File: src/rtl/keccak_pkg.sv
// Shared definitions for the keccak core arbiter: default widths and FSM states.
package keccak_pkg;

  localparam int unsigned KeccakWin  = 32;
  localparam int unsigned KeccakWout = 32;
  localparam int unsigned KeccakLenW = 16;

  typedef enum logic [1:0] {
    StIdle   = 2'd0,
    StStream = 2'd1,
    StDone   = 2'd2
  } arb_state_e;

endpackage

File: src/rtl/keccak_arb_rr.sv
// Two-input round-robin picker: a lone requester wins, a tie goes to the one not served last.
module keccak_arb_rr (
  input  logic req0,
  input  logic req1,
  input  logic last_grant,
  output logic winner,
  output logic valid
);

  // Winner selection
  always_comb begin
    valid  = req0 | req1;
    winner = 1'b0;
    if (req0 && req1) begin
      winner = ~last_grant;
    end else if (req1) begin
      winner = 1'b1;
    end
  end

endmodule

File: src/rtl/keccak_arbiter.sv
// Shares one keccak_top core between two requesters, one whole transaction at a time.
module keccak_arbiter
  import keccak_pkg::*;
#(
  parameter int unsigned WIN   = KeccakWin,
  parameter int unsigned WOUT  = KeccakWout,
  parameter int unsigned LEN_W = KeccakLenW
) (
  input  logic             clk,
  input  logic             rst,
  input  logic             req0,
  input  logic             req1,
  input  logic [LEN_W-1:0] in_words0,
  input  logic [LEN_W-1:0] in_words1,
  input  logic [LEN_W-1:0] out_words0,
  input  logic [LEN_W-1:0] out_words1,
  output logic             grant0,
  output logic             grant1,
  input  logic             din0_valid,
  input  logic             din1_valid,
  output logic             din0_ready,
  output logic             din1_ready,
  input  logic [WIN-1:0]   din0,
  input  logic [WIN-1:0]   din1,
  output logic             dout0_valid,
  output logic             dout1_valid,
  input  logic             dout0_ready,
  input  logic             dout1_ready,
  output logic [WOUT-1:0]  dout0,
  output logic [WOUT-1:0]  dout1,
  output logic             core_din_valid,
  input  logic             core_din_ready,
  output logic [WIN-1:0]   core_din,
  input  logic             core_dout_valid,
  output logic             core_dout_ready,
  input  logic [WOUT-1:0]  core_dout,
  output logic             busy,
  output logic             txn_done
);

  arb_state_e       state_q, state_d;
  logic             winner_q, winner_d;
  logic             last_grant_q, last_grant_d;
  logic [LEN_W-1:0] in_len_q, in_len_d;
  logic [LEN_W-1:0] out_len_q, out_len_d;
  logic [LEN_W-1:0] in_cnt_q, in_cnt_d;
  logic [LEN_W-1:0] out_cnt_q, out_cnt_d;

  logic             rr_winner, rr_valid;
  logic             streaming, in_open, out_open, in_hs, out_hs;
  logic [LEN_W-1:0] in_cnt_inc, out_cnt_inc;
  logic             sel_din_valid, sel_dout_ready;
  logic [WIN-1:0]   sel_din;

  keccak_arb_rr u_rr (
    .req0       (req0),
    .req1       (req1),
    .last_grant (last_grant_q),
    .winner     (rr_winner),
    .valid      (rr_valid)
  );

  // Routing of the granted requester's streams to the core; everything else held at zero
  always_comb begin
    streaming      = (state_q == StStream);
    in_open        = streaming && (in_cnt_q < in_len_q);
    out_open       = streaming && (out_cnt_q < out_len_q);
    sel_din_valid  = winner_q ? din1_valid : din0_valid;
    sel_din        = winner_q ? din1 : din0;
    sel_dout_ready = winner_q ? dout1_ready : dout0_ready;

    core_din_valid  = in_open & sel_din_valid;
    core_din        = in_open ? sel_din : '0;
    core_dout_ready = out_open & sel_dout_ready;
    din0_ready      = in_open & ~winner_q & core_din_ready;
    din1_ready      = in_open & winner_q & core_din_ready;
    dout0_valid     = out_open & ~winner_q & core_dout_valid;
    dout1_valid     = out_open & winner_q & core_dout_valid;
    dout0           = (out_open && !winner_q) ? core_dout : '0;
    dout1           = (out_open && winner_q) ? core_dout : '0;

    grant0   = streaming & ~winner_q;
    grant1   = streaming & winner_q;
    busy     = streaming;
    txn_done = (state_q == StDone);

    in_hs       = core_din_valid & core_din_ready;
    out_hs      = core_dout_valid & core_dout_ready;
    // Counters stop at their lengths because the handshake is gated off once full
    in_cnt_inc  = in_cnt_q + LEN_W'(in_hs);
    out_cnt_inc = out_cnt_q + LEN_W'(out_hs);
  end

  // Arbitration and transaction sequencing
  always_comb begin
    state_d      = state_q;
    winner_d     = winner_q;
    last_grant_d = last_grant_q;
    in_len_d     = in_len_q;
    out_len_d    = out_len_q;
    in_cnt_d     = in_cnt_q;
    out_cnt_d    = out_cnt_q;
    unique case (state_q)
      StIdle: begin
        if (rr_valid) begin
          winner_d  = rr_winner;
          in_len_d  = rr_winner ? in_words1 : in_words0;
          out_len_d = rr_winner ? out_words1 : out_words0;
          in_cnt_d  = '0;
          out_cnt_d = '0;
          state_d   = StStream;
        end
      end
      StStream: begin
        in_cnt_d  = in_cnt_inc;
        out_cnt_d = out_cnt_inc;
        if ((in_cnt_inc == in_len_q) && (out_cnt_inc == out_len_q)) begin
          state_d = StDone;
        end
      end
      StDone: begin
        last_grant_d = winner_q;
        state_d      = StIdle;
      end
      default: state_d = StIdle;
    endcase
  end

  // State registers; last_grant resets to 1 so requester 0 wins the first tie
  always_ff @(posedge clk or posedge rst) begin
    if (rst) begin
      state_q      <= StIdle;
      winner_q     <= 1'b0;
      last_grant_q <= 1'b1;
      in_len_q     <= '0;
      out_len_q    <= '0;
      in_cnt_q     <= '0;
      out_cnt_q    <= '0;
    end else begin
      state_q      <= state_d;
      winner_q     <= winner_d;
      last_grant_q <= last_grant_d;
      in_len_q     <= in_len_d;
      out_len_q    <= out_len_d;
      in_cnt_q     <= in_cnt_d;
      out_cnt_q    <= out_cnt_d;
    end
  end

endmodule

File: config.mk
export PLATFORM = sky130hd
export DESIGN_NAME = keccak_arbiter
export DESIGN_NICKNAME = d
export VERILOG_FILES = /design/src/rtl/keccak_pkg.sv /design/src/rtl/keccak_arb_rr.sv /design/src/rtl/keccak_arbiter.sv
export SDC_FILE = /design/constraint.sdc
export NUM_CORES = 1
export LEC_CHECK = 0
export BUFFER_PORTS_ARGS = -buffer_cell sky130_fd_sc_hd__buf_2
export CAP_MARGIN = 15
export CORE_ASPECT_RATIO = 0.6
export CORE_MARGIN = 8
export CORE_UTILIZATION = 40
export DETAILED_ROUTE_END_ITERATION = 8
export GPL_ROUTABILITY_DRIVEN = 0
export PLACE_DENSITY_LB_ADDON = 0.08
export SYNTH_ARGS = -nofsm -noshare
export SYNTH_HDL_FRONTEND = slang
export SYNTH_HIERARCHICAL = 1
export SYNTH_SLANG_ARGS = --single-unit
File: constraint.sdc
create_clock -name clk -period 13.1 [get_ports clk]
set_clock_uncertainty 0.2 [all_clocks]
set_input_delay 2.62 -clock clk [delete_from_list [all_inputs] [get_ports clk]]
set_output_delay 2.62 -clock clk [all_outputs]
set_load 0.01 [all_outputs]
After elaboration in Yosys (flattened, before gate mapping)
Cells that the tools add are included.
{ "word_totals": {"ff_bits": 68, "output_inout_bits": 106, "inputBits": 170} }
{ "op_classes": {"mux": 16, "n_bitwise": 17, "n_lt_le_gt_ge": 2, "addsub": 2, "n_eq_ne": 6, "n_reduce_logical": 12} }
{ "op_table": {"columns": ["operator", "count"], "rows": [
  ["32-bit 2-to-1 mux", 4],
  ["16-bit case mux with 2 select lines", 2],
  ["16-bit 2-to-1 mux", 3],
  ["16-bit by 1-bit adder with 16-bit output", 2],
  ["16-bit == test", 2],
  ["16-bit less-than comparator", 2],
  ["1-bit bitwise AND", 14],
  ["1-bit logical AND", 6],
  ["2-bit AND reduction", 3],
  ["1-bit 2-to-1 mux", 4],
  ["2-bit 2-to-1 mux", 2],
  ["2-bit case mux with 2 select lines", 1],
  ["2-bit by 1-bit == test with 1-bit output, second input constant", 1],
  ["2-bit == test, second input constant", 1],
  ["2-bit zero test", 1],
  ["2-bit by 1-bit inequality test with 1-bit output, second input constant", 1],
  ["2-bit inequality test, second input constant", 1],
  ["1-bit inverter", 2],
  ["2-bit nonzero test", 1],
  ["1-bit zero test", 1],
  ["1-bit bitwise OR", 1]
]} }

Logic depth before layout (Yosys ltp)
Gate-level depths: netlist (run 1).
{ "logic_depth": {"depth_word": 9, "ltp_mapped": 18, "ltp_nobuf": 15} }

Hierarchy
The synthesis (run 1) kept the hierarchy.
{ "modules_own_cells": {"columns": ["mod", "area_per_inst_um2", "n_inst", "cells_each"], "rows": [
  ["keccak_arbiter", 6830.3, 1, 879],
  ["keccak_arb_rr", 13.8, 1, 2]
]} }

Least setup slack after synthesis (run 1)
No wires, ideal clock.
{ "synth_path": {"path_type": "input-to-output", "from": "in core_dout[27]", "to": "out dout0[27]", "arrival_ns": 3.334, "n_path_buf": 0, "path_slack_ns": 6.946, "t_required_ns": 10.280, "cell_stages": 2, "path_cell_list": "nand2_1 a2111oi_0"} }
{ "synth_between": {"elab_chain_len": 1} }
{ "synth_lines": {"columns": ["item", "line_no", "source"], "rows": [
  ["from (decl)", "keccak_arbiter.sv:36", "input logic [WOUT-1:0] core_dout,"],
  ["32-bit 2-to-1 mux", "keccak_arbiter.sv:79", "dout0 = (out_open && !winner_q) ? core_dout : '0;"],
  ["to (decl)", "keccak_arbiter.sv:29", "output logic [WOUT-1:0] dout0,"]
]} }
No other way between the ends.

Final worst setup path (run 1)
{ "layout_path": {"from": "in core_dout[26]", "to": "out dout0[26]"} }
The elaborated chain is that of the path after synthesis.

==> flow_summary.toml, run 1 <==
[run_status]
status = "finished clean"

[layout]
drive_gt1_frac = 0.333
fill_cells = 1716
nNetsFinal = 1294
syn2layout_area_growth_pct = 25.6
antennaDiodeCount = 0

[yosys]
synth-simple-area-share = 0.216
ys.flop_type = "dfrtp_1"
synth-async-reset-ratio = 1.00
synthCells = 881
syn_nets = 1085
synthMuxAreaShare = 0.107
synth_top_area_share = 0.245
ys_types = 63
synth_most_common_cell = "nand2_1"
synth_top_family_by_area = "compound AO/OA/AOI/OAI gates"
syn_area_sq_um = 6840
synth.avg_cell_area_sq_um = 7.77
post_synth_fa_ha_maj_area_fraction = 0.0622
synth-seq-cells = 68
synth_compound_area_frac = 0.233
synth_xor_area_frac = 0.0600
yosysSeqAreaShare = 0.249
yosys-top-cells-area = "dfrtp_1 (24%), a21oi_1 (6.4%), ha_1 (6.2%)"
synth_commonest_cells = "nand2_1 (92), a21oi_1 (87), clkbuf_1 (68)"
synth_edf_count = 0
yosysWarnings = 6
synth_top_area_cell = "dfrtp_1"

[critical_path]
cp_max_fo = 2
rrSetupSlack_ns = 7.97
rr_endpoint = "state_q[0]"
crit_path_end_kind = "output port"
critPathLaunchType = "primary input"
critical_path_class = "primary input to output port"
crit_required_ns = 10.28
r2r_start = "state_q[1]"
reg2reg_depth = 13
cp_data_arrival_time_ns = 3.46

[worst_hold_path]
hold_depth = 1
hp-class = "register to register"
hp-start = "out_cnt_q[15]"
hold_end = "out_cnt_q[15]"

[timing]
max_freq_ghz = 0.159
min_period_over_period = 0.480
finalHoldViolCount = 0
relSlewSlack = 0.355
maxSlewViolCount = 0
max_slew.worst_pin.slew_ns = 0.965
finalSetupViolCount = 0
rsz0062_at_grt = "no"
fin_tns_setup_ns = 0
min_period_ns = 6.28

[routing]
final_antenna_net_count = 0
wl_per_cell_microns = 17.5
drt-initial-drc-count = 591
first_pass_iters = 5
vias_per_cell = 5.43
vias = 7212
drc = 0
wl_mm = 23.2

[global_routing]
grt_max_degree = 89
overflow = 0
grt_pass1_wl_mm = 36.7
grt_pass1_vias = 6648
grt_use_total = 0.205
antenna_found_initial = 1

[cts]
tritoncts = "built"
clockBufferDepth = 2
cts-resized-gates = 0
cts_buffers = 9
worstSkewPairLatency_ns = 0.33
root_buffer = "clkbuf_16"
post-cts-setup-buffer-count = 0
cts.sinks = 68
htreeDepth = 3
cts.reportedPaths.clkPinSlew_ns = 0.06
hold_buffers = 0

[pwr]
report.power.total_w = 0.00106
power_density_nw_per_um2 = 124
peakVddDrop_mv = 0.0677
p_leak_nw = 4.19

[floorplanning]
die_area_sq_um = 21700
core_area_sq_um = 16900
start_util = 0.404
rows = 37
pin_count = 276
fp.dieH_microns = 117
die_w_microns = 185

[placed_design]
portBuffers = 275
place_hpwl_mm = 17.1

[flow_run]
max_cap_violations = 0
[metrics by stage]
step	cells	hold slack, ns	area (sq um)	util	worst slack [ns]
floorplan	881	0.280	6840	-	6.95
global placement	1313	0.309	8310	0.490	6.84
detailed placement	1313	0.308	8310	0.490	6.83
CTS	1329	0.317	8590	0.507	6.82
global route	1329	0.341	8590	0.507	6.72
finish	1329	0.318	8590	0.507	6.82
[state kept, by name, summed over array words and instances (netlist names)]
register	flops
in_cnt_q	16
in_len_q	16
out_cnt_q	16
out_len_q	16
state_q	2
last_grant_q	1
winner_q	1
[layout make-up]
| cell class | instances | area [sq um] | share of cell area |
|---|---|---|---|
| clock buffers | 12 | 267 | 0.0310 |
| clock inverters | 4 | 22.5 | 0.00262 |
| inverters | 35 | 131 | 0.0153 |
| multi-input cells | 688 | 4700 | 0.547 |
| flip-flops and latches | 68 | 1710 | 0.199 |
| well taps | 234 | 293 | 0.0341 |
| repair buffers | 288 | 1470 | 0.171 |
[routing by layer]
metal | share of wire | GRT usage | vias up
li1 | - | - | 3642
met1 | 0.49 | 0.296 | 3293
met2 | 0.42 | 0.299 | 255
met3 | 0.080 | 0.0576 | 20
met4 | 0.0096 | 0.0354 | 2
met5 | 0.00043 | 0 | -
[worst max-delay path: stages]
cell       delay [ns]
buf_2            0.10
nand2_1          0.04
a2111oi_0        0.46
buf_2            0.24
[cells by family after synthesis]
| kind of cell | count (synthesis) |
|---|---|
| XOR/XNOR | 46 |
| flip-flops | 68 |
| multiplexers | 69 |
| buffers and inverters | 125 |
| AND/OR/NAND/NOR | 288 |
| AO/OA/AOI/OAI | 251 |
| adder cells (fa/ha/maj) | 34 |
[worst max path at each step]
stage                        startpoint         to  slack [ns]  cells past startpoint
after global placement    core_dout[23]  dout0[23]        6.84                      4
after detailed placement  core_dout[26]  dout0[26]        6.83                      4
after global routing      core_dout[26]  dout0[26]        6.72                      4
after CTS                 core_dout[26]  dout0[26]        6.82                      4
after floorplan           core_dout[27]  dout0[27]        6.95                      2
final                     core_dout[26]  dout0[26]        6.82                      4
[report_power, final]
part	switching [W]	internal (W)	total, W
sequential	0.0000752	0.000254	0.000330
combinational	0.000269	0.000230	0.000499
clock	0.0000924	0.000143	0.000235
total	0.000436	0.000627	0.00106
[placed cells by master (no fill, tap or decap), types with 10 or more instances in the layout]
cell and instances:
buf_2 275, nand2_1 92, a21oi_1 87, dfrtp_1 66, nor2_1 57, nand3_1 54
o21ai_0 48, mux2_2 36, a211oi_1 36, ha_1 34, mux2i_1 33, inv_1 33
a2111oi_0 33, xnor2_1 29, nand4_1 18, xor2_1 16, buf_4 13, nor4_1 10
(Power assumes the default switching activity.)
==> run 2: changes to the inputs <==
- clock period: 13.1 -> 5 ns (I/O delays scaled with it)
==> run 2 against run 1 <==
  * Via count up 0.85%
  * Sequential share of layout area down 0.063 points
  * Sequential power rose to 2.6 times the previous value
  * Wire length up 0.78%
  * Die area unchanged
  * Non-clock buffer count up 2
  * First-iteration DRC count up 10%
  * Power rose to 2.6 times the previous value
  * Worst hold slack better by 0.0058 ns
  * Clock power rose to 2.7 times the previous value
  * Global-route usage up 0.37 points
==> flow_summary.toml, run 2 (synthesis results as in run 1) <==
[run_status]
status = "finished clean"

[global_routing]
grt_use_total = 0.208
grt_max_degree = 82
grt_pass1_wl_mm = 37.3
grt_pass1_vias = 6828
antenna_found_initial = 1
overflow = 0

[cts]
clockBufferDepth = 2
cts-resized-gates = 0
cts.reportedPaths.clkPinSlew_ns = 0.06
worstSkewPairLatency_ns = 0.33
hold_buffers = 0
cts_buffers = 9
htreeDepth = 3
post-cts-setup-buffer-count = 0
cts.sinks = 68
tritoncts = "built"
root_buffer = "clkbuf_16"

[placed_design]
portBuffers = 275
dp_cells = 1314
place_hpwl_mm = 17.4

[pwr]
p_leak_nw = 4.21
peakVddDrop_mv = 0.170
power_density_nw_per_um2 = 325

[critical_path]
worstPathCellList = "inv_1 -> ha_1 -> o2111ai_1 -> a31oi_1 -> a211oi_1 -> o31ai_4 -> a21oi_1 -> ha_1 -> nand3_2 -> xnor2_1 -> or4_1 -> or4_1 -> nor4_2 -> a21oi_1"
cp_data_arrival_time_ns = 4.60
critPathLaunchType = "register"
critical_path_class = "register to register"
cp_top_family = "simple AND/OR/NAND/NOR gates"
cp_max_fo = 6
slowest_stage = "or4_1"
crit_path_end_kind = "register"
crit_required_ns = 5.00
critPathMaxStageDelay_ns = 0.54
critPathBufInv = 1

[floorplanning]
core_area_sq_um = 16900
die_area_sq_um = 21700
start_util = 0.404
fp.dieH_microns = 117
pin_count = 276
die_w_microns = 185
rows = 37

[routing]
drc = 0
wl_per_cell_microns = 17.6
vias = 7273
wl_mm = 23.4
vias_per_cell = 5.47
first_pass_iters = 4
final_antenna_net_count = 0
drt-initial-drc-count = 650

[layout]
syn2layout_area_growth_pct = 26.0
layout_commonest_cell = "buf_2"
fin_util = 0.509
antennaDiodeCount = 0
drive_gt1_frac = 0.333
layout.cells.non_filler = 1330
nNetsFinal = 1296
layout_common_cells = "buf_2 (275), nand2_1 (92), a21oi_1 (87)"

[timing]
finalSetupViolCount = 0
maxSlewViolCount = 0
fin_tns_setup_ns = 0
min_period_over_period = 0.919
finalHoldViolCount = 0
max_slew.worst_pin.slew_ns = 0.893
max_freq_ghz = 0.218
relSlewSlack = 0.403
min_period_ns = 4.59
rsz0062_at_grt = "no"

[flow_run]
max_cap_violations = 0

[worst_hold_path]
hp-class = "register to register"
## run 2: cell count changes in the layout (fill, tap and decap cells not counted)
cell and change:
clkinv_2 -2, buf_12 +1, buf_4 +1, clkbuf_1 +1, clkbuf_8 +1, clkinvlp_4 -1
## run 2: through the flow
step	setup WS, ns	power, W	hold slack, ns	area (sq um)
2_1_floorplan	0.741	0.00173	0.280	6840
3_5_place_dp	0.479	0.00218	0.309	8310
3_3_place_gp	0.631	0.00217	0.322	8310
5_1_grt	0.0827	0.00301	0.341	8620
6_report	0.407	0.00280	0.324	8620
4_1_cts	0.439	0.00281	0.324	8600
## run 2: final timing paths
check,from,endpoint,slack (ns),cells after the start
worst max-delay path,in_len_q[8],state_q[0],0.41,14
worst min-delay path,out_cnt_q[15],out_cnt_q[15],0.32,1
worst max register to register,in_len_q[8],state_q[0],0.41,14
worst min register to register,out_cnt_q[15],out_cnt_q[15],0.32,1
max in group asynchronous,rst,out_cnt_q[7],3.45,3
min in group asynchronous,rst,in_len_q[7],0.47,2
## run 2: cell type report
cell class,count,area (sq um)
Fill cell,1708,8320
Multi-Input combinational cell,688,4700
Sequential cell,68,1710
Timing Repair Buffer,290,1500
Tap cell,234,293
Clock buffer,14,284
Inverter,35,131
Clock inverter,1,5.00
## run 2: power breakdown
| part | total, W | leakage, nW | internal, W | switching (W) |
|---|---|---|---|---|
| registers | 0.000871 | 0.831 | 0.000666 | 0.000204 |
| logic | 0.00130 | 3.23 | 0.000603 | 0.000698 |
| clock network | 0.000627 | 0.145 | 0.000387 | 0.000240 |
## run 2: metal layers
metal | vias up | wire length [microns] | GRT usage
met5 | - | 11 | 0
met4 | 2 | 139 | 0.0274
met3 | 15 | 1820 | 0.0549
met2 | 259 | 9910 | 0.307
met1 | 3358 | 11500 | 0.305
li1 | 3639 | - | -
==> run 3: changes to the inputs <==
- GPL_ROUTABILITY_DRIVEN: 0 -> unset
- clock period: 5 -> 4.75 ns (I/O delays scaled with it)
==> run 3 against run 2 <==
  * Sequential power grew 3.3%
  * Critical path depth shrank 1
  * Largest power group unchanged
  * Non-clock buffer count up 4
  * Clock power grew 11%
  * Global-route usage fell by 0.25 points
  * Design area grew 0.48%
  * Cell count is 0.38% higher
==> flow_summary.toml, run 3 (synthesis results as in run 1) <==
[routing]
drt-initial-drc-count = 576
first_pass_iters = 5
final_antenna_net_count = 0
vias = 7235
wl_per_cell_microns = 17.2
vias_per_cell = 5.42
drc = 0
wl_mm = 23.0

[global_routing]
grt_use_total = 0.206
grt_pass1_vias = 6735
grt_max_degree = 81
grt_pass1_wl_mm = 36.7
overflow = 0
antenna_found_initial = 0

[floorplanning]
die_area_sq_um = 21700
pin_count = 276
die_w_microns = 185
core_area_sq_um = 16900
fp.dieH_microns = 117
start_util = 0.404
rows = 37

[layout]
nNetsFinal = 1300
syn2layout_area_growth_pct = 26.6
antennaDiodeCount = 0
layout_common_cells = "buf_2 (275), nand2_1 (92), a21oi_1 (87)"
fill_cells = 1692
drive_gt1_frac = 0.335
layout_commonest_cell = "buf_2"

[cts]
root_buffer = "clkbuf_16"
clockBufferDepth = 2
cts.sinks = 68
cts.reportedPaths.clkPinSlew_ns = 0.06
cts_buffers = 9
tritoncts = "built"
worstSkewPairLatency_ns = 0.33
htreeDepth = 3
hold_buffers = 0
post-cts-setup-buffer-count = 0

[critical_path]
critPathLaunchType = "register"
rrSetupSlack_ns = 0.23
worstPathCellList = "ha_1 -> o2111ai_1 -> a31oi_1 -> a211oi_2 -> o31ai_4 -> a21oi_1 -> ha_1 -> nand3_2 -> xnor2_1 -> or4_1 -> or4_1 -> nor4_2 -> and2_1"
critical_path_class = "register to register"
reg2reg_depth = 13
critPathLaunch = "in_cnt_q[8]"
critPathMaxStageDelay_ns = 0.53
crit_path_end_kind = "register"
crit_required_ns = 4.82
cp_max_fo = 11
slowest_stage = "or4_1"
setup.worst_path.end = "state_q[1]"
rr_endpoint = "state_q[1]"
r2r_start = "in_cnt_q[8]"
cp_data_arrival_time_ns = 4.60

[timing]
finalHoldViolCount = 0
min_period_over_period = 0.953
max_freq_ghz = 0.221
finalSetupViolCount = 0
min_period_ns = 4.52
fin_tns_setup_ns = 0
max_slew.worst_pin.slew_ns = 0.872
relSlewSlack = 0.418
maxSlewViolCount = 0

[flow_run]
max_cap_violations = 0

[pwr]
p_int_w = 0.00179
pwr-share-clk = 0.234
report.power.total_w = 0.00298
seq_power_share = 0.302
peakVddDrop_mv = 0.179
p_sw_w = 0.00119
p_leak_nw = 4.23
power_density_nw_per_um2 = 344
combPwrFrac = 0.464
sw_frac_of_total = 0.399

[worst_hold_path]
hp-class = "register to register"

[placed_design]
portBuffers = 275
globalplace.congestion = 0.901
place_hpwl_mm = 17.5

[run_status]
status = "finished clean"
==> run 3: changes by cell type in the layout (fill, tap and decap cells not counted), sizes merged <==
cell    change
buf         +4
bufinv      +1
clkbuf      +1
clkinv      -1
==> run 3: routing by layer <==
metal	vias up	routed length [microns]	global-route usage
li1	3661	-	-
met1	3293	11200	0.299
met2	256	9500	0.290
met3	25	2020	0.0650
met4	0	332	0.0438
met5	-	0	0
==> run 3: critical path, delay by kind of cell (launching register included) <==
| family | cells | cell delay [ns] |
|---|---|---|
| AO/OA/AOI/OAI | 5 | 1.20 |
| XOR/XNOR | 1 | 0.19 |
| adder cells (fa/ha/maj) | 2 | 0.63 |
| flip-flops | 1 | 0.51 |
| AND/OR/NAND/NOR | 5 | 1.74 |
==> run 3: area by class of cell <==
type	instances	area [sq um]	share of cell area
Clock inverter	1	30.0	0.00347
Clock buffer	15	278	0.0321
Timing Repair Buffer	294	1520	0.175
Multi-Input combinational cell	688	4710	0.543
Tap cell	234	293	0.0338
Sequential cell	68	1710	0.197
Inverter	35	131	0.0152
==> run 3: how the worst min path moves through the flow <==
stage,startpoint,to,depth (start not counted)
after floorplan,out_cnt_q[15],out_cnt_q[15],1
after global placement,out_cnt_q[15],out_cnt_q[15],1
after detailed placement,out_cnt_q[15],out_cnt_q[15],1
after CTS,out_cnt_q[15],out_cnt_q[15],1
after global routing,out_cnt_q[15],out_cnt_q[15],1
final,out_cnt_q[15],out_cnt_q[15],1
==> run 3: stage by stage <==
| step | setup WS [ns] | cells | hold slack, ns | cell area, sq um | util |
|---|---|---|---|---|---|
| 3_3_place_gp | 0.375 | 1319 | 0.313 | 8350 | 0.493 |
| 6_report | 0.225 | 1335 | 0.317 | 8660 | 0.511 |
| 4_1_cts | 0.191 | 1335 | 0.321 | 8660 | 0.511 |
| 2_1_floorplan | 0.491 | 881 | 0.280 | 6840 | - |
| 3_5_place_dp | 0.225 | 1319 | 0.313 | 8350 | 0.493 |
| 5_1_grt | -0.0289 | 1335 | 0.359 | 8660 | 0.511 |
==> run 3: power by group through the flow <==
stage	sequential (W)	combinational, W	clock, W
2_1_floorplan	0.000802	0.00102	0
3_3_place_gp	0.000907	0.00139	0
3_5_place_dp	0.000909	0.00138	0
4_1_cts	0.000900	0.00139	0.000716
5_1_grt	0.000929	0.00155	0.000745
6_report	0.000900	0.00138	0.000699
==> run 3: repair_timing <==
action	4_1_cts	5_1_grt
setup endpoints to repair	0	2
endpoints found under the hold margin	0	0
resized for setup	0	1
